`config.mk`:
```
export PLATFORM = sky130hd
export DESIGN_NAME = fb_scheduler
export DESIGN_NICKNAME = d
export VERILOG_FILES = /design/src/rtl/fb_scheduler_pkg.sv /design/src/rtl/fb_scheduler_credit_counter.sv /design/src/rtl/fb_scheduler.sv
export SDC_FILE = /design/constraint.sdc
export NUM_CORES = 1
export LEC_CHECK = 0
export ABC_AREA = 1
export CAP_MARGIN = 20
export CORE_MARGIN = 1.5
export CORE_UTILIZATION = 46
export CTS_CLUSTER_SIZE = 14
export DETAILED_ROUTE_END_ITERATION = 8
export GPL_ROUTABILITY_DRIVEN = 1
export PLACE_DENSITY = 0.75
export SLEW_MARGIN = 10
export SYNTH_ARGS = -nofsm -noshare
export SYNTH_HDL_FRONTEND = slang
export SYNTH_SLANG_ARGS = --single-unit
```
`constraint.sdc`:
```
create_clock -name clk_in -period 2.2 [get_ports clk_in]
set_input_delay 0.44 -clock clk_in [delete_from_list [all_inputs] [get_ports clk_in]]
set_output_delay 0.44 -clock clk_in [all_outputs]
set_load 0.05 [all_outputs]
```
`src/rtl/fb_scheduler_pkg.sv`:
```
// Shared filterbank constants and the biquad stage encoding used on the engine request bus.
package fb_scheduler_pkg;

   localparam int N_FILTERS          = 16;
   localparam int FB_MAX_OUTSTANDING = 8;

   typedef enum logic [1:0] {
      STAGE_MOD = 2'd0,
      STAGE_CAR = 2'd1,
      STAGE_ENV = 2'd2
   } stage_t;

endpackage

```
`src/rtl/fb_scheduler_credit_counter.sv`:
```
// Up/down credit counter: counts ops issued but not yet retired, never drops below zero.
module credit_counter #(
   parameter int WIDTH = 4,
   parameter int MAX   = 8
) (
   input  logic             clk_i,
   input  logic             rst_n_i,
   input  logic             inc_i,
   input  logic             dec_i,
   output logic [WIDTH-1:0] count_o,
   output logic             at_max_o,
   output logic             is_zero_o
);

   localparam logic [WIDTH-1:0] ONE_C = WIDTH'(1);
   localparam logic [WIDTH-1:0] MAX_C = WIDTH'(MAX);

   logic [WIDTH-1:0] count_q;
   logic [WIDTH-1:0] count_d;
   logic             dec_eff_s;

   // next count; a decrement at zero is a stray retire and is dropped
   always_comb begin
      dec_eff_s = dec_i && (count_q != '0);
      count_d   = count_q;
      if (inc_i && !dec_eff_s) begin
         count_d = count_q + ONE_C;
      end else if (dec_eff_s && !inc_i) begin
         count_d = count_q - ONE_C;
      end else begin
         count_d = count_q;
      end
   end

   // count register
   always_ff @(posedge clk_i or negedge rst_n_i) begin
      if (!rst_n_i) begin
         count_q <= '0;
      end else begin
         count_q <= count_d;
      end
   end

   assign count_o   = count_q;
   assign at_max_o  = (count_q == MAX_C);
   assign is_zero_o = (count_q == '0);

endmodule

```
`src/rtl/fb_scheduler.sv`:
```
// Issues every (channel, stage) biquad op of one vocoder frame in dependency order,
// limits in-flight ops with credits and pulses done_out once every result has retired.
module fb_scheduler
   import fb_scheduler_pkg::*;
#(
   parameter int NUM_FILTERS     = N_FILTERS,
   parameter int MAX_OUTSTANDING = FB_MAX_OUTSTANDING
) (
   input  logic                           clk_in,
   input  logic                           rst_n_in,
   input  logic                           sample_valid_in,
   output logic                           eng_valid_out,
   input  logic                           eng_ready_in,
   output logic [$clog2(NUM_FILTERS)-1:0] eng_chan_out,
   output logic [1:0]                     eng_stage_out,
   input  logic                           eng_retire_in,
   output logic                           busy_out,
   output logic                           done_out,
   output logic                           overrun_out,
   output logic [7:0]                     overrun_count_out
);

   localparam int CHAN_W = $clog2(NUM_FILTERS);
   localparam int CRED_W = $clog2(MAX_OUTSTANDING + 1);
   localparam logic [CHAN_W-1:0] CHAN_LAST_C = CHAN_W'(NUM_FILTERS - 1);
   localparam logic [CHAN_W-1:0] CHAN_ONE_C  = CHAN_W'(1);

   typedef enum logic [2:0] {
      ST_IDLE      = 3'd0,
      ST_ISSUE_MOD = 3'd1,
      ST_ISSUE_CAR = 3'd2,
      ST_WAIT_MOD  = 3'd3,
      ST_ISSUE_ENV = 3'd4,
      ST_DRAIN     = 3'd5
   } state_t;

   state_t              state_q, state_d;
   logic [CHAN_W-1:0]   chan_q, chan_d;
   logic                overrun_q;
   logic [7:0]          ovr_cnt_q;
   logic [CRED_W-1:0]   credits_s;
   logic                at_max_s, is_zero_s;
   logic                issue_s, valid_s, xfer_s, last_chan_s, done_s, busy_s;
   stage_t              stage_s;

   credit_counter #(.WIDTH(CRED_W), .MAX(MAX_OUTSTANDING)) u_credits (
      .clk_i     (clk_in),
      .rst_n_i   (rst_n_in),
      .inc_i     (xfer_s),
      .dec_i     (eng_retire_in),
      .count_o   (credits_s),
      .at_max_o  (at_max_s),
      .is_zero_o (is_zero_s)
   );

   assign xfer_s      = valid_s && eng_ready_in;
   assign last_chan_s = (chan_q == CHAN_LAST_C);

   // state register
   always_ff @(posedge clk_in or negedge rst_n_in) begin
      if (!rst_n_in) begin
         state_q <= ST_IDLE;
      end else begin
         state_q <= state_d;
      end
   end

   // next-state: ENV issue waits for every MOD/CAR result so ENV never reads a stale band
   always_comb begin
      state_d = state_q;
      case (state_q)
         ST_IDLE:      state_d = sample_valid_in ? ST_ISSUE_MOD : ST_IDLE;
         ST_ISSUE_MOD: state_d = (xfer_s && last_chan_s) ? ST_ISSUE_CAR : ST_ISSUE_MOD;
         ST_ISSUE_CAR: state_d = (xfer_s && last_chan_s) ? ST_WAIT_MOD : ST_ISSUE_CAR;
         ST_WAIT_MOD:  state_d = is_zero_s ? ST_ISSUE_ENV : ST_WAIT_MOD;
         ST_ISSUE_ENV: state_d = (xfer_s && last_chan_s) ? ST_DRAIN : ST_ISSUE_ENV;
         ST_DRAIN:     state_d = is_zero_s ? ST_IDLE : ST_DRAIN;
         default:      state_d = ST_IDLE;
      endcase
   end

   // outputs decoded from registered state and registered credit count
   always_comb begin
      issue_s = 1'b0;
      stage_s = STAGE_MOD;
      done_s  = 1'b0;
      case (state_q)
         ST_ISSUE_MOD: begin issue_s = 1'b1; stage_s = STAGE_MOD; end
         ST_ISSUE_CAR: begin issue_s = 1'b1; stage_s = STAGE_CAR; end
         ST_ISSUE_ENV: begin issue_s = 1'b1; stage_s = STAGE_ENV; end
         ST_DRAIN:     done_s = is_zero_s;
         default:      issue_s = 1'b0;
      endcase
      valid_s = issue_s && !at_max_s;
      busy_s  = (state_q != ST_IDLE);
   end

   // channel advances only on a transfer, so it is held stable under back-pressure
   always_comb begin
      if (xfer_s) begin
         chan_d = last_chan_s ? '0 : chan_q + CHAN_ONE_C;
      end else begin
         chan_d = chan_q;
      end
   end

   // channel index register
   always_ff @(posedge clk_in or negedge rst_n_in) begin
      if (!rst_n_in) begin
         chan_q <= '0;
      end else begin
         chan_q <= chan_d;
      end
   end

   // overrun pulse and saturating dropped-sample count
   always_ff @(posedge clk_in or negedge rst_n_in) begin
      if (!rst_n_in) begin
         overrun_q <= 1'b0;
         ovr_cnt_q <= 8'd0;
      end else begin
         overrun_q <= sample_valid_in && busy_s;
         if (sample_valid_in && busy_s && (ovr_cnt_q != 8'hFF)) begin
            ovr_cnt_q <= ovr_cnt_q + 8'd1;
         end else begin
            ovr_cnt_q <= ovr_cnt_q;
         end
      end
   end

   assign eng_valid_out     = valid_s;
   assign eng_chan_out      = chan_q;
   assign eng_stage_out     = stage_s;
   assign busy_out          = busy_s;
   assign done_out          = done_s;
   assign overrun_out       = overrun_q;
   assign overrun_count_out = ovr_cnt_q;

endmodule

```
==> metrics.md, run 1 <==
| Metric | Value |
|---|---|
| I/O Pins | `23` |
| 1st-iter DRT viols | `28` |
| Area grow syn2layout | `38.9%` |
| Tcrit/Tclk final | `94.9%` |
| Post-DP HPWL | `1950 um` |
| Fillers | `206` |
| Post-route ant nets | `0` |
| Max clock buf depth | `2` |
| Area of the multi-input gates | `662 um2` |
| Critical path fanouts, max | `4` |
| DRC errors left | `0` |
| Routed len/inst | `12.2 um` |
| Final Hold Fails | `0` |
| Most common cell after layout, fill and taps aside | `nand2_1` |
| Sequential-to-total area share from yosys stat | `41.7%` |
| Num CTS Buffers | `3` |
| Vias/cell | `5.16` |
| Worst Clk Skew | `0.00362 ns` |
| Final core occ | `67.3%` |
| Clk pin slew, worst setup/hold paths | `0.11 ns` |
| Total number of vias | `1124` |
| Finished Layout Cells | `218` |
| Register bit count reported by yosys | `20` |
| Reg area | `504 um2` |
| Tot Pwr | `0.00279 W` |
| Root Driver | `clkbuf_4` |
| Site Rows | `18` |
| Max-slew violation count | `0` |
| Number of nets in the layout | `200` |
| Final setup fails | `0` |
| Max-Slew Margin vs Limit | `66.5%` |
| Die W | `54.1 um` |
| Worst Reg-to-Reg Cells | `15` |
| Die ar. | `2930 um2` |
| WP data arrival | `2.29 ns` |
| Total power density per cell area | `1670 nW/um2` |
| Clock sink count | `20` |
| Fmax | `479 MHz` |
| Routed WL | `2650 um` |
| Die height | `54.1 um` |
| Ant. Diodes | `0` |
| Commonest non-fill, non-tap cells in the layout | `nand2_1 (43), buf_4 (19), dfrtp_1 (17), clkdlybuf4s50_1 (17), inv_1 (16)` |
| CP Data Required Time | `2.41 ns` |
| Post-synthesis cell type count | `25` |
| TritonCTS clock tree | `built` |
| Overall global routing resource usage | `20.4%` |
| CTS H-tree lvls | `1` |
| Clock Latency Late Sink | `0.30 ns` |
| Maximum vdd ir drop | `1.17 mV` |
| Share of cells above drive strength 1 | `26.6%` |
| First-pass GRT wire length | `4260 um` |
| Placed cell count | `208` |
| Setup CP Type | `reg2reg` |
| Mapped Nets | `158` |
| Crit path time final | `2.09 ns` |
| Mapped Avg Cell Area | `8.17 um2` |
| Total Neg Setup Slack | `0 ns` |
| Initial Utilization | `48.5%` |
| Final GP Congestion | `0.818` |
| Core area | `2480 um2` |
| Max-Cap Viols | `0` |
| Status | `completed` |
| Largest net degree at the start of global routing | `21` |
| Drt pass-1 iters | `4` |
| GRT Residual Overflow | `0` |
| Leak Pwr | `0.832 nW` |
| Hold_ws | `0.464 ns` |
| # port buffers | `22` |
| Syn Inst Count | `147` |
| YS warnings | `0` |
| Tightest Hold Check Type | `in2async` |
| Initial antenna violation count | `0` |
| Crit. End Element | `flip-flop` |
| Number of global-route vias before repair | `1026` |
| Crit path launch type | `flip-flop` |
| Post-Syn Area | `1200 um2` |
| Worst Tran Pin Value | `0.501 ns` |
## state kept, by name (all words and copies together), names as in the netlist
register           cells
state_q                3
eng_chan_out           4
overrun_out            1
u_credits.count_o      4
overrun_count_out      8
## report_power, final
part           internal, W  switching [W]
Combinational     0.000779        0.00108
Clock             0.000101       0.000113
Sequential        0.000523       0.000188
Total              0.00140        0.00139
## cells in the mapped netlist
cell / count / area share (%)
inv_2: 2 / 0.63
nor4_1: 1 / 0.52
nor2_4: 1 / 0.94
nor2_1: 8 / 2.5
nand3_2: 2 / 1.7
a21o_1: 1 / 0.63
nand3b_1: 1 / 0.63
nand4_1: 4 / 2.1
nor2_2: 1 / 0.52
a21oi_2: 1 / 0.73
inv_1: 18 / 5.6
ha_1: 5 / 5.2
o21ai_0: 8 / 3.3
xnor2_1: 8 / 5.8
xor2_2: 1 / 1.4
dfrtp_1: 20 / 42
xor2_1: 2 / 1.5
nand3_1: 9 / 3.7
o21ai_1: 1 / 0.42
fa_1: 1 / 1.7
nand2_1: 45 / 14
nor3_1: 2 / 0.83
buf_6: 1 / 0.94
nand2_2: 3 / 1.6
nand3_4: 1 / 1.5
## critical path, cell delays in order (launching register included)
cell and delay (ns):
dfrtp_2 0.48, nor2_2 0.15, nand2_2 0.09, nand3_4 0.10, nand3_4 0.08, inv_2 0.08
ha_2 0.17, inv_1 0.06, ha_1 0.28, nand2_1 0.07, inv_1 0.04, o21ai_2 0.12
a21o_1 0.13, nand2_1 0.04, nand2_1 0.05, nand2_1 0.04
## logic make-up after synthesis
logic type                 share of synthesized area, %
and+or+nand+nor                                    30.5
xor gates and xnor gates                           8.65
buffers and inverters                              7.19
adders and majority gates                          6.88
AOI/OAI and AO/OA                                  5.10
DFF                                                41.7
## path summary, 6_finish.rpt
kind / from / to / slack [ns]
setup / recovery: state_q[0] / u_credits.count_o[3] / 0.11
hold / removal: rst_n_in / eng_chan_out[2] / 0.46
setup reg to reg: state_q[0] / u_credits.count_o[3] / 0.11
hold reg to reg: overrun_count_out[1] / overrun_count_out[1] / 0.54
max in group asynchronous: rst_n_in / state_q[2] / 1.52
min in group clk_in: overrun_count_out[1] / overrun_count_out[1] / 0.54
## layout make-up
class | instances | area share [%]
tap | 30 | 2.25
sequential | 20 | 30.2
multi-input combinational | 106 | 39.7
inverter | 20 | 4.50
timing repair buffer | 38 | 21.2
clock buffer | 4 | 2.18
## per-stage QoR
stage	area, um2	setup WS, ns
finish	1670	0.113
global route	1670	-0.0248
CTS	1590	0.000658
detailed placement	1540	-0.142
global placement	1540	-0.0427
floorplan	1210	0.100
## layer usage
metal | up-vias | track usage (%) | wire, um
li1 | 547 | - | -
met1 | 542 | 25.1 | 1090
met2 | 29 | 36.2 | 1410
met3 | 6 | 2.50 | 82
met4 | 0 | 7.50 | 61
met5 | - | 0 | 0
## timing repair
action                                  4_1_cts  5_1_grt
pin swaps                                     0        4
hold buffers                                  0        0
resized for setup                             0       16
buffers inserted                              1        5
endpoints found under the setup margin        1        2
Note: power is estimated with default switching activity, not from simulation.
==> run 2: changes to the inputs <==
- CTS_BUF_LIST: default -> sky130_fd_sc_hd__clkbuf_16
==> metrics.md, run 2 (synthesis gave the netlist of run 1 again) <==
| Metric | Value |
|---|---|
| Status | `completed (unchanged)` |
| Crit path largest cell delay | `0.46 ns (was 0.48 ns)` |
| Ant. Diodes | `0 (unchanged)` |
| Number of global-route vias before repair | `1040 (was 1026)` |
| Max-Slew Margin vs Limit | `66.0% (was 66.5%)` |
| GRT met3 Usage | `3.33% (was 2.50%)` |
| Hold buffer count at cts | `0 (unchanged)` |
| Tot Pwr | `0.00293 W (was 0.00279 W)` |
| Met1 Track Usage GR | `24.8% (was 25.1%)` |
| Post-DP HPWL | `1950 um (unchanged)` |
| Largest net degree at the start of global routing | `21 (unchanged)` |
| Total number of vias | `1099 (was 1124)` |
| Max clock buf depth | `2 (unchanged)` |
| Root Driver | `clkbuf_16 (was clkbuf_4)` |
| Tcrit/Tclk final | `93.8% (was 94.9%)` |
| Share of cells above drive strength 1 | `24.6% (was 26.6%)` |
| Fmax | `484 MHz (was 479 MHz)` |
| Comb power frac | `63.0% (was 66.8%)` |
| Critical path, cell by cell | `nor2_2, nand2_1, nand3_4, nand3_4, inv_2, ha_1, inv_1, ha_1, nand2_1, inv_1, o21ai_2, a21o_1, nand2_1, nand2_1, nand2_1 (was nor2_2, nand2_2, nand3_4, nand3_4, inv_2, ha_2, inv_1, ha_1, nand2_1, inv_1, o21ai_2, a21o_1, nand2_1, nand2_1, nand2_1)` |
| I/O Pins | `23 (unchanged)` |
| Leak Pwr | `0.845 nW (was 0.832 nW)` |
| Final setup fails | `0 (unchanged)` |
| Crit. End Element | `flip-flop (unchanged)` |
| CTS H-tree lvls | `1 (unchanged)` |
| Site Rows | `18 (unchanged)` |
| Final Hold Fails | `0 (unchanged)` |
| Initial antenna violation count | `0 (unchanged)` |
| Grt peak-use layer | `met2 (unchanged)` |
| Die height | `54.1 um (unchanged)` |
| Tightest Hold Check Type | `in2async (unchanged)` |
| TritonCTS clock tree | `built (unchanged)` |
| Clk pin slew, worst setup/hold paths | `0.05 ns (was 0.11 ns)` |
| Worst Reg-to-Reg Cells | `15 (unchanged)` |
| DRC errors left | `0 (unchanged)` |
| CP Data Required Time | `2.34 ns (was 2.41 ns)` |
| First-pass GRT wire length | `4330 um (was 4260 um)` |
| Seq pwr share | `24.3% (was 25.5%)` |
| Commonest non-fill, non-tap cells in the layout | `nand2_1 (44), buf_4 (18), dfrtp_1 (17), clkdlybuf4s50_1 (17), inv_1 (16) (was nand2_1 (43), buf_4 (19), dfrtp_1 (17), clkdlybuf4s50_1 (17), inv_1 (16))` |
| Switching power total | `0.00140 W (was 0.00139 W)` |
| Worst Tran Pin Value | `0.508 ns (was 0.501 ns)` |
| GRT Residual Overflow | `0 (unchanged)` |
| Routed len/inst | `12.3 um (was 12.2 um)` |
| # port buffers | `22 (unchanged)` |
| Crit path launch type | `flip-flop (unchanged)` |
| Post-route ant nets | `0 (unchanged)` |
| Clock share of power | `12.7% (was 7.7%)` |
| Num CTS Buffers | `3 (unchanged)` |
| Worst path most repeated cell | `nand2_1 (unchanged)` |
| Setup CP Type | `reg2reg (unchanged)` |
| P_int | `0.00153 W (was 0.00140 W)` |
| Worst Clk Skew | `0.00192 ns (was 0.00362 ns)` |
| Drt pass-1 iters | `4 (unchanged)` |
| Worst path slowest cell | `dfrtp_2 (unchanged)` |
| Overall global routing resource usage | `20.9% (was 20.4%)` |
| Total power density per cell area | `1720 nW/um2 (was 1670 nW/um2)` |
| Vias/cell | `5.06 (was 5.16)` |
| Die W | `54.1 um (unchanged)` |
| Clock sink count | `20 (unchanged)` |
| Crit path time final | `2.06 ns (was 2.09 ns)` |
| Largest register FFs | `8 (unchanged)` |
| Most common cell after layout, fill and taps aside | `nand2_1 (unchanged)` |
| WP data arrival | `2.21 ns (was 2.29 ns)` |
| Routed WL | `2680 um (was 2650 um)` |
| Area grow syn2layout | `41.4% (was 38.9%)` |
| Initial Utilization | `48.5% (unchanged)` |
| Number of nets in the layout | `199 (was 200)` |
| Met2 Use GR | `37.8% (was 36.2%)` |
| Final GP Congestion | `0.818 (unchanged)` |
| Core area | `2480 um2 (unchanged)` |
| Critical path fanouts, max | `4 (unchanged)` |
| Total Neg Setup Slack | `0 ns (unchanged)` |
| Clock Latency Late Sink | `0.25 ns (was 0.30 ns)` |
| Maximum vdd ir drop | `1.13 mV (was 1.17 mV)` |
| Max-slew violation count | `0 (unchanged)` |
| Die ar. | `2930 um2 (unchanged)` |
| Switching portion of total power | `47.7% (was 49.7%)` |
| Max-Cap Viols | `0 (unchanged)` |
| 1st-iter DRT viols | `11 (was 28)` |
[run 2: power by group through the flow]
| stage | combinational (W) | clock [W] | sequential, W |
|---|---|---|---|
| floorplan | 0.000840 | 0 | 0.000973 |
| global placement | 0.00166 | 0 | 0.000678 |
| detailed placement | 0.00171 | 0 | 0.000693 |
| CTS | 0.00173 | 0.000376 | 0.000690 |
| global route | 0.00203 | 0.000397 | 0.000736 |
| finish | 0.00184 | 0.000371 | 0.000711 |
[run 2: metal layers]
metal | share of wire (%) | wire, um | vias up
met5 | 0 | 0 | -
met3 | 3.0 | 81 | 2
met4 | 0.75 | 20 | 0
li1 | - | - | 549
met1 | 41 | 1110 | 525
met2 | 55 | 1470 | 23
[run 2: final timing paths]
path / startpoint / to / slack (ns)
setup / recovery: state_q[0] / u_credits.count_o[3] / 0.14
hold / removal: rst_n_in / overrun_count_out[6] / 0.53
setup reg to reg: state_q[0] / u_credits.count_o[3] / 0.14
hold reg to reg: overrun_count_out[1] / overrun_count_out[1] / 0.53
max in group asynchronous: rst_n_in / state_q[2] / 1.45
min in group clk_in: overrun_count_out[1] / overrun_count_out[1] / 0.53
[run 2: cell type report]
class,count,area [um2]
fillers,187,779
multi-input cells,106,657
flip-flops and latches,20,504
repair buffers,37,345
clock buffers,3,75.1
inverters,20,75.1
well taps,30,37.5
clock inverters,1,3.75
[run 2: critical path: cells and delay by family, from the launching register on]
kind,cells,cell delay [ns]
and+or+nand+nor,8,0.61
DFF,1,0.46
buffers and inverters,3,0.18
adders and majority gates,2,0.44
AOI/OAI and AO/OA,2,0.25
[run 2: per-stage QoR]
stage	cell area (um2)	worst slack [ns]	cells	util (%)	hold slack, ns
floorplan	1210	0.100	147	-	0.144
global placement	1540	-0.0427	208	62.2	0.519
detailed placement	1540	-0.142	208	62.2	0.523
CTS	1620	0.0604	212	65.4	0.536
global route	1700	-0.0370	217	68.5	0.570
finish	1700	0.136	217	68.5	0.528
[run 2: repair_timing]
action	in CTS	in global routing
pin swaps	0	4
gates resized for setup	1	13
buffers inserted	0	5
endpoints found under the setup margin	1	2
